$ cat src/rtl/pc_pkg.sv
// -----------------------------------------------------------------------------
// pc_pkg
// Shared definitions for the fetch-stage controller: the fetch FSM state
// encoding and the default address width / reset vector.
// -----------------------------------------------------------------------------
package pc_pkg;

  localparam int unsigned        XLEN_DEF         = 32;
  localparam logic [XLEN_DEF-1:0] RESET_VECTOR_DEF = 32'h0000_0000;

  typedef enum logic [2:0] {
    IDLE   = 3'd0,
    REQ    = 3'd1,
    WAIT   = 3'd2,
    HOLD   = 3'd3,
    HALTED = 3'd4
  } fetch_state_e;

endpackage

$ cat src/rtl/pc_fetch_ctrl.sv
// -----------------------------------------------------------------------------
// pc_fetch_ctrl
// Fetch-stage controller. Owns the program counter, issues one outstanding
// instruction-memory request at a time, holds the returned instruction for
// decode, and applies branch redirects and halt requests.
//
// Ports:
//   clk, reset            clock, synchronous active-low reset
//   imem_req_valid/ready  request handshake, imem_req_addr = pc
//   imem_rsp_valid/data   response (only honoured while waiting for one)
//   inst_valid/ready      decode handshake, inst_data/inst_pc held instruction
//   redirect_valid/target single-cycle branch redirect to an absolute pc
//   halt / halted         level halt request / FSM parked in HALTED
// -----------------------------------------------------------------------------
module pc_fetch_ctrl
  import pc_pkg::*;
#(
  parameter int unsigned     XLEN         = XLEN_DEF,
  parameter logic [XLEN-1:0] RESET_VECTOR = RESET_VECTOR_DEF,
  parameter int unsigned     PC_STEP      = 4
) (
  input  logic            clk,
  input  logic            reset,
  output logic            imem_req_valid,
  input  logic            imem_req_ready,
  output logic [XLEN-1:0] imem_req_addr,
  input  logic            imem_rsp_valid,
  input  logic [XLEN-1:0] imem_rsp_data,
  output logic            inst_valid,
  input  logic            inst_ready,
  output logic [XLEN-1:0] inst_data,
  output logic [XLEN-1:0] inst_pc,
  input  logic            redirect_valid,
  input  logic [XLEN-1:0] redirect_target,
  input  logic            halt,
  output logic            halted
);

  fetch_state_e    r_state;
  logic [XLEN-1:0] r_pc;
  logic [XLEN-1:0] r_inflight_pc;
  logic            r_drop;
  logic [XLEN-1:0] r_inst_data;
  logic [XLEN-1:0] r_inst_pc;

  // State to enter once the current transaction finishes: halt parks the FSM.
  fetch_state_e    w_after_txn;
  assign w_after_txn = halt ? HALTED : REQ;

  // Fetch FSM, PC register and instruction holding registers.
  always_ff @(posedge clk) begin
    if (!reset) begin
      r_state       <= IDLE;
      r_pc          <= RESET_VECTOR;
      r_inflight_pc <= {XLEN{1'b0}};
      r_drop        <= 1'b0;
      r_inst_data   <= {XLEN{1'b0}};
      r_inst_pc     <= {XLEN{1'b0}};
    end else begin
      case (r_state)
        IDLE: begin
          r_state <= halt ? HALTED : REQ;
        end
        REQ: begin
          if (imem_req_ready) begin
            r_inflight_pc <= r_pc;
            r_pc          <= r_pc + XLEN'(PC_STEP);
            r_state       <= WAIT;
            // Request already accepted for the old path: its response is stale.
            if (redirect_valid) r_drop <= 1'b1;
          end else if (halt) begin
            r_state <= HALTED;
          end
        end
        WAIT: begin
          if (imem_rsp_valid) begin
            // A redirect coinciding with the response also makes it stale.
            if (r_drop || redirect_valid) begin
              r_drop  <= 1'b0;
              r_state <= w_after_txn;
            end else begin
              r_inst_data <= imem_rsp_data;
              r_inst_pc   <= r_inflight_pc;
              r_state     <= HOLD;
            end
          end else if (redirect_valid) begin
            r_drop <= 1'b1;
          end
        end
        HOLD: begin
          // Redirect discards the held instruction just like a consume does.
          if (inst_ready || redirect_valid) r_state <= w_after_txn;
        end
        HALTED: begin
          if (!halt) r_state <= REQ;
        end
        default: begin
          r_state <= IDLE;
        end
      endcase
      // Redirect wins over the sequential increment in every state.
      if (redirect_valid) r_pc <= redirect_target;
    end
  end

  assign imem_req_valid = (r_state == REQ);
  assign imem_req_addr  = r_pc;
  assign inst_valid     = (r_state == HOLD);
  assign inst_data      = r_inst_data;
  assign inst_pc        = r_inst_pc;
  assign halted         = (r_state == HALTED);

endmodule

$ cat config.mk
export PLATFORM = sky130hd
export DESIGN_NAME = pc_fetch_ctrl
export DESIGN_NICKNAME = d
export VERILOG_FILES = /design/src/rtl/pc_pkg.sv /design/src/rtl/pc_fetch_ctrl.sv
export SDC_FILE = /design/constraint.sdc
export NUM_CORES = 1
export LEC_CHECK = 0
export CAP_MARGIN = 20
export CORE_MARGIN = 2
export CORE_UTILIZATION = 50
export CTS_CLUSTER_DIAMETER = 50
export CTS_CLUSTER_SIZE = 12
export DETAILED_ROUTE_END_ITERATION = 12
export GPL_TIMING_DRIVEN = 0
export PLACE_DENSITY = 0.84
export SYNTH_ARGS = -nofsm -noshare
export SYNTH_HDL_FRONTEND = slang
export SYNTH_SLANG_ARGS = --single-unit
$ cat constraint.sdc
create_clock -name clk -period 3.25 [get_ports clk]
set_input_delay 0.65 -clock clk [delete_from_list [all_inputs] [get_ports clk]]
set_output_delay 0.65 -clock clk [all_outputs]
set_load 0.02 [all_outputs]
==> out/results.ini <==
[outcome]
outcome=finished clean

[detailed_routing]
detail_route.iter0.violations=439
firstDrtPassIters=5
via_per_inst=5.75
ant_nets=0
vias=5924
drc_errors=0
routedWlPerCell_um=16.5
drt_wl_total_mm=17.0

[floorplanning]
core_area_um2=10700
fp.dieW_um=108
core.rowCount=38
ios=170
die_h_um=108
dieArea_um2=11700
start_util=0.508

[pwr]
p_seq_frac=0.403
p_int_mw=3.26
leakagePower_nw=2.61
p_per_area_nw_per_um2=562
sw_frac_of_total=0.266
p_comb_frac=0.152
ir_drop_v=0.000344
clkPwrFrac=0.444
p_switching_mw=1.18

[sta]
fin_skew_ns=0.00843
min_period_ns=2.70
slew_headroom=0.510
fmax_mhz=370
setup_slack_ns=0.549
report.final.hold_viol_count=0
setup-violations-final=0
worstMarginPinSlew_ns=0.728
slew_violations=0
fin_crit_sh=0.831
rsz0062_at_grt=false
setup_tns_ns=0

[grt]
antenna_found_initial=0
grt_first_pass_wirelength_mm=26.7
grt.total_usage=0.287
grt_max_degree=17
grt_pass1_vias=5594
grt-ovfl-total=0

[critical_path]
cp-end-kind=output port
cp_data_required_time_ns=2.60
critPathKind=reg2out
path_cells=clkbuf_1 -> and3_1 -> clkdlybuf4s50_1
reg2reg_setup_slack_ns=0.89
cp_slowest_cell=clkdlybuf4s50_1
arrival_ns=2.05
crit_fanout=10
critPathMaxStageDelay_ns=0.60
start_kind=flip-flop

[clock_tree]
cts_buffers=17
ctsRootBufferMaster=clkbuf_8
cts_sinks=132
cts_buffer_depth=2
post_cts_buffers=0
tritoncts=built
cts.htree.levels=4
ctsHoldBuffers=0
cts_resized=0
clk_transition_reported_paths_ns=0.06
clk_latency_ns=0.53

[placed_design]
hpwl_mm=12.3
dpl.cell_count=999
portBuffers=168
place_ws_ns=0.449
placed_cell_area_um2=7290
gp_congestion=0.896

[logic_synthesis]
netlist_instances=691
syn-cell-area_um2=5430
ys.flop_type=dfxtp_1
async_reset_ff_frac=0
ys_warn_count=0
yosys.cell_types.count=49
syn_nets=763
syn_avg_cell_area_um2=7.86
synth_edf_count=0
synth-seq-cells=132
ys_seq_area_frac=0.486

[layout]
fin_cells=1031
num_antenna_cells=0
area_growth_pct=45.5
finish.instance_area_um2=7900
drive_gt1_frac=0.0516
mostFrequentLayoutCells=211 x nand2_1, 168 x clkdlybuf4s50_1, 132 x dfxtp_1
final_common_cell=nand2_1
final_nets=950

[run]
maxCapViolCount=0

[worst_hold_path]
min_path_type=reg2reg

kinds of logic (layout without fill, tap and decap cells):
kind of cell               Yosys count  after routing  synth area share
and+or+nand+nor                    306            306             0.257
AOI/OAI and AO/OA                  178            178             0.181
DFF                                132            132             0.486
buffers and inverters               60            260            0.0491
xor gates and xnor gates            11             11            0.0177
muxes                                3              3           0.00553
adders and majority gates            1              1           0.00230
metrics by stage:
| stage | utilization | hold slack [ns] | power, mW |
|---|---|---|---|
| 5_1_grt | 0.739 | 0.475 | 4.58 |
| 3_3_place_gp | 0.681 | 0.439 | 2.47 |
| 3_5_place_dp | 0.681 | 0.447 | 2.48 |
| 2_1_floorplan | - | 0.432 | 2.18 |
| 4_1_cts | 0.739 | 0.454 | 4.44 |
| 6_report | 0.739 | 0.453 | 4.44 |
worst max-delay path: cells and delay by family, from the launching register on:
kind	cells	cell delay, ns
buffers and inverters	2	0.92
DFF	1	0.40
and+or+nand+nor	1	0.21
state kept, by name (all words and copies together), names as in the netlist:
| name | cells |
|---|---|
| r_drop | 1 |
| inst_data | 32 |
| r_inflight_pc | 32 |
| imem_req_addr | 32 |
| inst_pc | 32 |
| r_state | 3 |
power by group through the flow:
| stage | combinational (mW) | clock, mW | sequential (mW) |
|---|---|---|---|
| after floorplan | 0.345 | 0 | 1.84 |
| after global placement | 0.650 | 0 | 1.82 |
| after detailed placement | 0.666 | 0 | 1.82 |
| after CTS | 0.673 | 1.98 | 1.79 |
| after global routing | 0.736 | 2.05 | 1.80 |
| final | 0.677 | 1.97 | 1.79 |
layer usage:
metal	vias up	part of all wire	track usage
met3	47	0.080	0.0627
met2	291	0.49	0.489
met1	2809	0.41	0.358
met5	-	0	0
met4	0	0.024	0.104
li1	2777	-	-
synth_stat cells, types with 2 or more instances:
library cell  number  area [um^2]
a32oi_1            2         17.5
o31ai_1           10         75.1
or4_1             13         97.6
nand3_1           14         70.1
nand4_1           11         68.8
o211ai_1           2         15.0
or3_1              8         50.1
buf_2              4         20.0
nand2_1          211          792
a21oi_1          109          546
and3_1             5         31.3
nand3b_1           3         22.5
nor2_1            12         45.0
nor3_1             4         20.0
nand2b_1           4         25.0
nor3b_1            2         15.0
a211oi_1           2         15.0
nor4_1             6         37.5
o21ai_0           32          160
clkbuf_8           2         27.5
a31oi_1           13         81.3
xor2_1             5         43.8
xnor2_1            6         52.6
clkbuf_1          42          158
or3b_2             3         26.3
dfxtp_1          132         2640
mux2i_1            3         30.0
buf_1              2         7.51
and4_2             2         20.0
and4_1             4         35.0
inv_1              5         18.8
final timing paths:
check,from,to,cells past startpoint
setup reg to reg,r_state[0]$_SDFFE_PN0P_,inst_data[7]$_SDFFE_PN0P_,7
setup / recovery,r_state[1]$_SDFFE_PN0P_,inst_valid,3
hold / removal,inst_data[30]$_SDFFE_PN0P_,inst_data[30]$_SDFFE_PN0P_,2
hold reg to reg,inst_data[30]$_SDFFE_PN0P_,inst_data[30]$_SDFFE_PN0P_,2
final cells by class:
type                       count  area, um^2
fill                         810        2800
sequential                   132        2640
multi-input combinational    499        2520
timing repair buffer         168        1680
clock buffer                  19         432
buffer                        53         240
clock inverter                13         181
tap                          140         175
inverter                       7        26.3
(Power assumes the default switching activity.)
